[config.mk]
export PLATFORM = sky130hd
export DESIGN_NAME = record_player
export DESIGN_NICKNAME = d
export VERILOG_FILES = /design/src/rtl/record_player_pkg.sv /design/src/rtl/record_player_light.sv /design/src/rtl/record_player.sv
export SDC_FILE = /design/constraint.sdc
export NUM_CORES = 1
export LEC_CHECK = 0
export ABC_AREA = 1
export CAP_MARGIN = 20
export CORE_MARGIN = 1
export CORE_UTILIZATION = 40
export DETAILED_ROUTE_END_ITERATION = 8
export GPL_TIMING_DRIVEN = 0
export PLACE_DENSITY = 0.77
export SYNTH_ARGS = -nofsm -noshare
export SYNTH_HDL_FRONTEND = slang
export SYNTH_HIERARCHICAL = 1
export SYNTH_SLANG_ARGS = --single-unit
[constraint.sdc]
create_clock -name clk -period 2.4 [get_ports clk]
set_clock_uncertainty 0.05 [all_clocks]
set_input_delay 0.48 -clock clk [delete_from_list [all_inputs] [get_ports clk]]
set_output_delay 0.48 -clock clk [all_outputs]
set_load 0.05 [all_outputs]
[src/rtl/record_player_pkg.sv]
// record_player_pkg
// Shared widths for the record/playback path. Every module of the record
// player imports this package so that the record memory, the sound interface
// and the note LEDs agree on field sizes.
//   REC_CNT_BITS  : record-memory address width (2**REC_CNT_BITS entries)
//   OCTAVE_BITS   : width of the octave field of a note
//   NOTE_BITS     : width of the note field (0 = rest, 1..NOTE_KEY_BITS = keys)
//   LENGTH_BITS   : width of the note-length field
//   NOTE_KEY_BITS : number of keys / note LEDs
package record_player_pkg;

    localparam int REC_CNT_BITS  = 3;
    localparam int OCTAVE_BITS   = 3;
    localparam int NOTE_BITS     = 4;
    localparam int LENGTH_BITS   = 3;
    localparam int NOTE_KEY_BITS = 12;

endpackage

[src/rtl/record_player_light.sv]
// record_player_light
// One-hot key decode for the note LEDs.
//   en   in  : LEDs are lit only while en is high
//   note in  : note number; 0 is a rest and lights nothing, key k lights bit k-1
//   led  out : one-hot (or all-zero) key pattern
module record_player_light
    import record_player_pkg::*;
(
    input  logic                     en,
    input  logic [NOTE_BITS-1:0]     note,
    output logic [NOTE_KEY_BITS-1:0] led
);

    genvar gi;
    generate
        for (gi = 0; gi < NOTE_KEY_BITS; gi++) begin : g_key
            assign led[gi] = en && (note == NOTE_BITS'(gi + 1));
        end
    endgenerate

endmodule

[src/rtl/record_player.sv]
// record_player
// Plays back the recorded note list through the Sound block, one note at a
// time, with a silent gap between notes.
//   clk, rst          : clock, asynchronous active-high reset
//   start / stop      : single-cycle begin-from-entry-0 / abort requests
//   pause             : level, holds off fetching the next note
//   loop              : level, sampled at end of list (1 = restart at entry 0)
//   rec_len           : number of valid recorded entries
//   rd_addr, rd_*     : record-memory read port (combinational data)
//   snd_en, snd_*     : note presented to Sound; snd_over from Sound (1 = idle)
//   busy, done        : not-IDLE indicator, end-of-playback pulse
//   note_led          : one-hot key of the sounding note
module record_player
    import record_player_pkg::*;
#(
    parameter int GAP_CYCLES   = 100000,
    parameter int OVER_TIMEOUT = 16
) (
    input  logic                     clk,
    input  logic                     rst,
    input  logic                     start,
    input  logic                     stop,
    input  logic                     pause,
    input  logic                     loop,
    input  logic [REC_CNT_BITS:0]    rec_len,
    output logic [REC_CNT_BITS-1:0]  rd_addr,
    input  logic [OCTAVE_BITS-1:0]   rd_octave,
    input  logic [NOTE_BITS-1:0]     rd_note,
    input  logic [LENGTH_BITS-1:0]   rd_length,
    output logic                     snd_en,
    output logic [OCTAVE_BITS-1:0]   snd_octave,
    output logic [NOTE_BITS-1:0]     snd_note,
    output logic [LENGTH_BITS-1:0]   snd_length,
    input  logic                     snd_over,
    output logic                     busy,
    output logic                     done,
    output logic [NOTE_KEY_BITS-1:0] note_led
);

    typedef enum logic [2:0] {
        ST_IDLE,
        ST_FETCH,
        ST_KICK,
        ST_PLAY,
        ST_GAP,
        ST_FIN
    } state_t;

    // Counters are sized to hold 0..PARAM-1; a 1-bit floor keeps degenerate
    // parameter values (0 or 1) legal.
    localparam int GAP_W      = (GAP_CYCLES > 1) ? $clog2(GAP_CYCLES) : 1;
    localparam int TMO_W      = (OVER_TIMEOUT > 1) ? $clog2(OVER_TIMEOUT) : 1;
    // GAP_CYCLES = 0 still spends one cycle in GAP.
    localparam int GAP_LAST_I = (GAP_CYCLES > 0) ? GAP_CYCLES - 1 : 0;
    localparam int TMO_LAST_I = (OVER_TIMEOUT > 0) ? OVER_TIMEOUT - 1 : 0;
    localparam logic [GAP_W-1:0] GAP_LAST = GAP_W'(GAP_LAST_I);
    localparam logic [TMO_W-1:0] TMO_LAST = TMO_W'(TMO_LAST_I);

    state_t                   state_q, state_d;
    logic [REC_CNT_BITS-1:0]  idx_q, idx_d;
    logic [GAP_W-1:0]         gap_q, gap_d;
    logic [TMO_W-1:0]         tmo_q, tmo_d;
    logic [OCTAVE_BITS-1:0]   oct_q, oct_d;
    logic [NOTE_BITS-1:0]     note_q, note_d;
    logic [LENGTH_BITS-1:0]   len_q, len_d;
    logic                     last_entry;

    // End of list when idx+1 >= rec_len, evaluated one bit wider than idx so
    // a full memory (rec_len = 2**REC_CNT_BITS) compares correctly. This also
    // covers rec_len having shrunk below the current position.
    assign last_entry = (({1'b0, idx_q} + (REC_CNT_BITS + 1)'(1)) >= rec_len);

    always_comb begin
        state_d = state_q;
        idx_d   = idx_q;
        gap_d   = '0;
        tmo_d   = '0;
        oct_d   = oct_q;
        note_d  = note_q;
        len_d   = len_q;

        case (state_q)
            ST_IDLE: begin
                if (start) begin
                    idx_d   = '0;
                    state_d = (rec_len != '0) ? ST_FETCH : ST_FIN;
                end
            end
            ST_FETCH: begin
                if (!pause) begin
                    oct_d   = rd_octave;
                    note_d  = rd_note;
                    len_d   = rd_length;
                    state_d = ST_KICK;
                end
            end
            ST_KICK: begin
                // Sound that never acknowledges must not stall playback.
                if (!snd_over) begin
                    state_d = ST_PLAY;
                end else if (tmo_q == TMO_LAST) begin
                    state_d = ST_GAP;
                end else begin
                    tmo_d = tmo_q + TMO_W'(1);
                end
            end
            ST_PLAY: begin
                if (snd_over) begin
                    state_d = ST_GAP;
                end
            end
            ST_GAP: begin
                if (gap_q == GAP_LAST) begin
                    if (!last_entry) begin
                        idx_d   = idx_q + REC_CNT_BITS'(1);
                        state_d = ST_FETCH;
                    end else if (loop && (rec_len != '0)) begin
                        idx_d   = '0;
                        state_d = ST_FETCH;
                    end else begin
                        state_d = ST_FIN;
                    end
                end else begin
                    gap_d = gap_q + GAP_W'(1);
                end
            end
            ST_FIN: begin
                state_d = ST_IDLE;
            end
            default: begin
                state_d = ST_IDLE;
            end
        endcase

        // Abort wins over everything evaluated above.
        if (stop) begin
            state_d = ST_IDLE;
            idx_d   = '0;
            gap_d   = '0;
            tmo_d   = '0;
        end
    end

    always_ff @(posedge clk or posedge rst) begin
        if (rst) begin
            state_q <= ST_IDLE;
            idx_q   <= '0;
            gap_q   <= '0;
            tmo_q   <= '0;
            oct_q   <= '0;
            note_q  <= '0;
            len_q   <= '0;
        end else begin
            state_q <= state_d;
            idx_q   <= idx_d;
            gap_q   <= gap_d;
            tmo_q   <= tmo_d;
            oct_q   <= oct_d;
            note_q  <= note_d;
            len_q   <= len_d;
        end
    end

    // Outputs decode straight from the state register so that reset clears
    // them without waiting for a clock edge.
    assign snd_en     = (state_q == ST_KICK) || (state_q == ST_PLAY);
    assign busy       = (state_q != ST_IDLE);
    assign done       = (state_q == ST_FIN);
    assign rd_addr    = idx_q;
    assign snd_octave = oct_q;
    assign snd_note   = note_q;
    assign snd_length = len_q;

    record_player_light u_light (
        .en   (snd_en),
        .note (snd_note),
        .led  (note_led)
    );

endmodule

==> out/qor.yml, run 1 <==
clock_tree:
  clockBufferDepth: 2
  cts_tree: "built"
  htree_num_levels: 2
  cts.clk_slew.worst_paths_ps: 70
  cts.root.buffer_cell: "sky130_fd_sc_hd__clkbuf_8"
  post-cts-setup-buffer-count: 0
  hold_buffers: 0
  clkSinkCount: 37
  numCtsBuffers: 5
  clock_latency_on_the_worst_skew_pair_ps: 290
yosys:
  syn_area_per_cell_um2: 8.08
  yosysWarnings: 6
  synthesis.area_mm2: 0.00213
  postSynthCellCount: 264
  synth_enable_flop_cells: 0
  mappedNetlistNets: 292
  synthArstFlopShare_pct: 100
  synth.ff_latch_count: 37
  yosys_most_used_dff: "sky130_fd_sc_hd__dfrtp_1"
  seq_area_frac_synth_pct: 43.4
  netlist_cell_types: 30
place:
  placement.io_buffers: 48
  place.detailed.instances: 382
  place.gp.congestion: 0.825
  dp_hpwl_um: 3260
grt:
  grt_pass1_wl_um: 6950
  grt_overflow_total: 0
  grt_usage_pct: 16.4
  largest_net_degree_at_the_start_of_global_routing: 38
  initial_antenna_violation_count: 0
  vias_in_the_first_global_route: 1646
sta:
  hold_violations: 0
  slew_headroom_pct: 49.7
  grt_setup_unrepaired: "no"
  fmax_ghz: 0.440
  timing.final.crit_period_ps: 2270
  worstMarginPinSlew_ps: 754
  fin_worst_hold_slack_ps: 416
  slew_viol_final: 0
  period_share_pct: 94.6
  final_setup_viols: 0
critical_path:
  critical_path.endpoint_type: "output pin"
  critPathKind: "reg2out"
  cp.arrival_ps: 1740
  setup.worst_path.start: "state_q[2]"
  highest_fanout_seen_on_the_critical_path: 5
  crit_required_ps: 1870
  crit-reg2reg-launch: "rd_addr[0]"
  critPathLaunchType: "flip-flop"
floorplan:
  floorplan_die_width_um: 75.0
  die_height_um: 75.0
  design.core.area_mm2: 0.00511
  fp.dieArea_mm2: 0.00563
  floorplan.initialDensity_pct: 41.8
  floorplan.rows: 26
  io-pin-count: 49
finish:
  n_antenna_cell: 0
  instances_no_fill: 389
  areaGrowthSynthToFinish_pct: 30.3
  drive_gt1_share_pct: 15.7
  combined_area_of_the_multi_input_logic_cells_mm2: 0.00107
  final-seq-area_um2: 930
  nets: 347
  fillers: 501
  postLayoutCoreUtil_pct: 54.4
hold_path:
  min-delay-path-class: "reg2reg"
  min-delay-start: "gap_q[0]"
power_and_ir_drop:
  totalPowerFinal_w: 0.00265
  max-vdd-ir-drop_mv: 0.953
  p_per_area_mw_per_mm2: 955
  power.leakage_nw: 1.30
status:
  outcome: "finished clean"
drt:
  wl_per_cell_um: 10.9
  detailedRoute.firstIterationViolations: 51
  drtAntennaViolNets: 0
  route.final.wire_length_um: 4240
  detailroute.via_count: 1813
  number_of_design_rule_violations_left_after_detail_routing: 0
  drt_pre_antenna_iters: 4
  route.detailed.vias_per_inst: 4.66
run:
  cap_viol_max_count: 0
## metrics by stage
stage | worst slack (ps) | TNS [ps] | instance area (um^2)
floorplan | -174 | -1700 | 2140
global placement | -139 | -1450 | 2710
detailed placement | -179 | -1570 | 2710
CTS | 54.2 | 0 | 2740
global route | 6.52 | 0 | 2780
finish | 130 | 0 | 2780
## per-layer routing
metal	share of wire (%)	up-vias	wire length, um	global-route usage [%]
met1	47	826	1990	21.0
met4	1.3	0	56	5.66
li1	-	953	-	-
met5	0	-	0	0
met2	48	28	2030	26.5
met3	4.0	6	169	4.95
## layout make-up
type	count	share of cell area (%)
buffer	2	0.675
clock buffer	7	3.11
inverter	37	5.00
multi-input combinational	188	38.5
sequential	37	33.5
tap	70	3.15
timing repair buffer	48	16.2
## path summary, 6_finish.rpt
check	to	slack [ps]	cells past startpoint
min	gap_q[0]	420	1
max reg2reg	rd_addr[1]	230	14
min in group asynchronous	snd_length[0]	590	2
min reg2reg	gap_q[0]	420	1
max in group asynchronous	state_q[1]	1180	2
max	snd_en	130	4
## power by group
| group | internal, W | total [W] | leakage (nW) | switching, W |
|---|---|---|---|---|
| logic | 0.000504 | 0.00136 | 0.772 | 0.000852 |
| clock network | 0.000227 | 0.000431 | 0.0443 | 0.000203 |
| registers | 0.000743 | 0.000866 | 0.488 | 0.000123 |
| total | 0.00147 | 0.00265 | 1.30 | 0.00118 |
## critical path, cell delays in order, from the launching register on
cell and delay, ps:
sky130_fd_sc_hd__dfrtp_2 450, sky130_fd_sc_hd__nor3_4 220, sky130_fd_sc_hd__inv_1 90, sky130_fd_sc_hd__nand2_1 150, sky130_fd_sc_hd__clkdlybuf4s15_1 530
## synthesized netlist by cell type (6+ instances only)
master | count | area (um^2)
sky130_fd_sc_hd__nand2_1 | 54 | 203
sky130_fd_sc_hd__nor2_1 | 49 | 184
sky130_fd_sc_hd__dfrtp_1 | 37 | 926
sky130_fd_sc_hd__inv_1 | 34 | 128
sky130_fd_sc_hd__nand3_1 | 15 | 75.1
sky130_fd_sc_hd__mux2_4 | 10 | 150
sky130_fd_sc_hd__o21ai_0 | 9 | 45.0
sky130_fd_sc_hd__a21oi_1 | 8 | 40.0
sky130_fd_sc_hd__ha_1 | 7 | 87.6
sky130_fd_sc_hd__nor3_1 | 7 | 35.0
sky130_fd_sc_hd__nand4_1 | 6 | 37.5
## cells in the final DEF, fill, tap and decap left out, drive strengths merged, types with 3 or more instances in the layout
cell,count
clkdlybuf4s50,33
xnor2,3
inv,37
dfrtp,37
ha,7
buf,12
mux2,10
nand4,6
nand2,55
nor2,53
nand3,16
a21oi,9
nor3,9
o21ai,10
xor2,3
clkbuf,9
## kinds of logic (layout without fill, tap and decap cells)
group / Yosys count / count (layout) / share of synthesized area (%)
compound gates: 24 / 24 / 6.51
xor+xnor: 6 / 6 / 2.46
fa+ha+maj: 7 / 7 / 4.11
buf+inv: 39 / 94 / 7.39
flops: 37 / 37 / 43.4
mux: 10 / 10 / 7.04
simple gates: 141 / 141 / 29.1
## sequential cells by signal, indices dropped and copies added (netlist names)
register and flops:
snd_length 3, state_q 3, tmo_q 4, rd_addr 3, gap_q 17, snd_octave 3
snd_note 4
## what timing repair did
item                       CTS  global route
setup endpoints to repair   14            17
pin swaps                    0             0
resized for setup           60            29
(Power assumes the default switching activity.)
==> run 2: changes to the inputs <==
Settings changed: SLEW_MARGIN from default to 20.
==> results of run 2 <==
No change in the layout: final DEF, timing and power equal those of run 1.
==> run 3: changes to the inputs <==
Settings changed: CORE_UTILIZATION 40 to 25, CTS_CLUSTER_SIZE from default to 25, PLACE_DENSITY 0.77 to 0.57.
==> out/qor.yml, run 3 (synthesized netlist as in run 1, its figures left out) <==
status:
  outcome: "finished clean"
power_and_ir_drop:
  power_report.internal_total_w: 0.00145
  power.leakage_nw: 1.33
  switching_power_w: 0.00120
  seq_power_share_pct: 32.7
  totalPowerFinal_w: 0.00264
  p_comb_share_pct: 51.6
  clockPowerShare_pct: 15.7
  switching_share_pct: 45.2
  max-vdd-ir-drop_mv: 0.625
  p_per_area_mw_per_mm2: 931
finish:
  largest_register_ff_count: 17
  combined_area_of_the_multi_input_logic_cells_mm2: 0.00107
  final_common_cell: "sky130_fd_sc_hd__nand2_1"
  postLayoutCoreUtil_pct: 34.6
  final-seq-area_um2: 927
  finalInstanceArea_mm2: 0.00284
  areaGrowthSynthToFinish_pct: 33.1
  drive_gt1_share_pct: 15.9
  n_antenna_cell: 0
  final_cell_mix: "sky130_fd_sc_hd__nand2_1, sky130_fd_sc_hd__nor2_1, sky130_fd_sc_hd__dfrtp_1"
  fillers: 855
  nets: 348
  max_flop_register: "gap_q"
clock_tree:
  clkSinkCount: 37
  htree_num_levels: 2
  cts_tree: "built"
  clockBufferDepth: 2
  post-cts-setup-buffer-count: 0
  clock_latency_on_the_worst_skew_pair_ps: 290
  cts.root.buffer_cell: "sky130_fd_sc_hd__clkbuf_8"
  numCtsBuffers: 5
  cts.clk_slew.worst_paths_ps: 70
sta:
  slew_viol_final: 0
  period_share_pct: 94.8
  fmax_ghz: 0.439
  final_setup_viols: 0
  worstMarginPinSlew_ps: 512
  slew_headroom_pct: 65.8
  timing.final.crit_period_ps: 2280
  fin_worst_hold_slack_ps: 406
  setup_slack_ps: 124
  hold_violations: 0
drt:
  number_of_design_rule_violations_left_after_detail_routing: 0
  route.detailed.vias_per_inst: 4.27
  detailedRoute.firstIterationViolations: 66
  drtAntennaViolNets: 0
  detailroute.via_count: 1820
  route.final.wire_length_um: 4380
  drt_pre_antenna_iters: 4
  wl_per_cell_um: 10.3
critical_path:
  crit_required_ps: 1870
  highest_fanout_seen_on_the_critical_path: 5
  critical_path.endpoint_type: "output pin"
  critPathKind: "reg2out"
  crit_path_cell_trace: "nor3_4, inv_1, nand2_2, dlygate4sd2_1"
  timing.critical_path.slowest_stage_cell: "sky130_fd_sc_hd__dlygate4sd2_1"
  cp.arrival_ps: 1750
  cp_slowest_stage_delay_ps: 540
  critPathLaunchType: "flip-flop"
floorplan:
  design.core.area_mm2: 0.00822
  io-pin-count: 49
  die_height_um: 94.4
  floorplan.initialDensity_pct: 26.0
  fp.dieArea_mm2: 0.00891
  floorplan.rows: 33
  floorplan_die_width_um: 94.4
grt:
  grt_usage_pct: 11.1
  vias_in_the_first_global_route: 1734
  initial_antenna_violation_count: 0
  largest_net_degree_at_the_start_of_global_routing: 25
  grt_overflow_total: 0
  grt_pass1_wl_um: 7630
run:
  cap_viol_max_count: 0
place:
  dp_hpwl_um: 3410
  place_ws_ps: -221
  place.gp.congestion: 0.818
  placement.io_buffers: 48
  placement_stage_cell_area_mm2: 0.00277
hold_path:
  min-delay-path-class: "in2async"
## run 3: cell count changes in the layout (fill, tap and decap cells not counted), moves of 2 or more
cell	before	now
sky130_fd_sc_hd__clkinv_2	0	2
sky130_fd_sc_hd__clkbuf_4	2	5
sky130_fd_sc_hd__dfrtp_2	3	1
sky130_fd_sc_hd__buf_2	1	3
sky130_fd_sc_hd__dfrtp_1	34	36
sky130_fd_sc_hd__buf_4	10	4
## run 3: layer usage
| metal | vias to the layer above | GRT usage, % | wire (um) |
|---|---|---|---|
| met5 | - | 0 | 0 |
| met4 | 0 | 5.38 | 92 |
| met3 | 5 | 3.06 | 203 |
| met2 | 33 | 17.6 | 1970 |
| met1 | 831 | 13.8 | 2120 |
| li1 | 951 | - | - |
## run 3: metrics by stage
stage / cells / TNS, ps
2_1_floorplan: 264 / -1700
3_3_place_gp: 417 / -1930
3_5_place_dp: 418 / -1870
4_1_cts: 426 / 0
5_1_grt: 426 / -0.0533
6_report: 426 / 0
## run 3: what timing repair did
item | CTS | global route
setup endpoints to repair | 13 | 17
hold buffers | 0 | 0
pin swaps | 0 | 0
gates resized for setup | 59 | 17
## run 3: final cells by class
type	instances	area share, %
Sequential cell	37	32.6
Inverter	37	4.89
Buffer	2	0.661
Timing Repair Buffer	49	16.6
Tap cell	105	4.63
Multi-Input combinational cell	188	37.7
Clock inverter	2	0.352
Clock buffer	6	2.56
## run 3: path summary, 6_finish.rpt
check / to / start / slack (ps) / cells past startpoint
worst max-delay path: snd_en / state_q[2] / 120 / 4
worst min-delay path: snd_octave[2] / rst / 410 / 2
worst max register to register: rd_addr[0] / rd_addr[0] / 210 / 14
worst min register to register: gap_q[0] / gap_q[0] / 410 / 1
max in group asynchronous: state_q[1] / rst / 1460 / 3
min in group clk: gap_q[0] / gap_q[0] / 410 / 1
## run 3: worst max-delay path, delay by kind of cell, from the launching register on
family        cells  cell delay (ps)
buf+inv           2              640
simple gates      2              350
flops             1              460
## run 3: power groups by stage
stage               combinational (W)  clock [W]  sequential, W
floorplan                    0.000675          0        0.00116
finish                        0.00136   0.000415       0.000865
CTS                           0.00137   0.000435       0.000858
global placement              0.00137          0       0.000868
detailed placement            0.00138          0       0.000864
global route                  0.00146   0.000465       0.000885
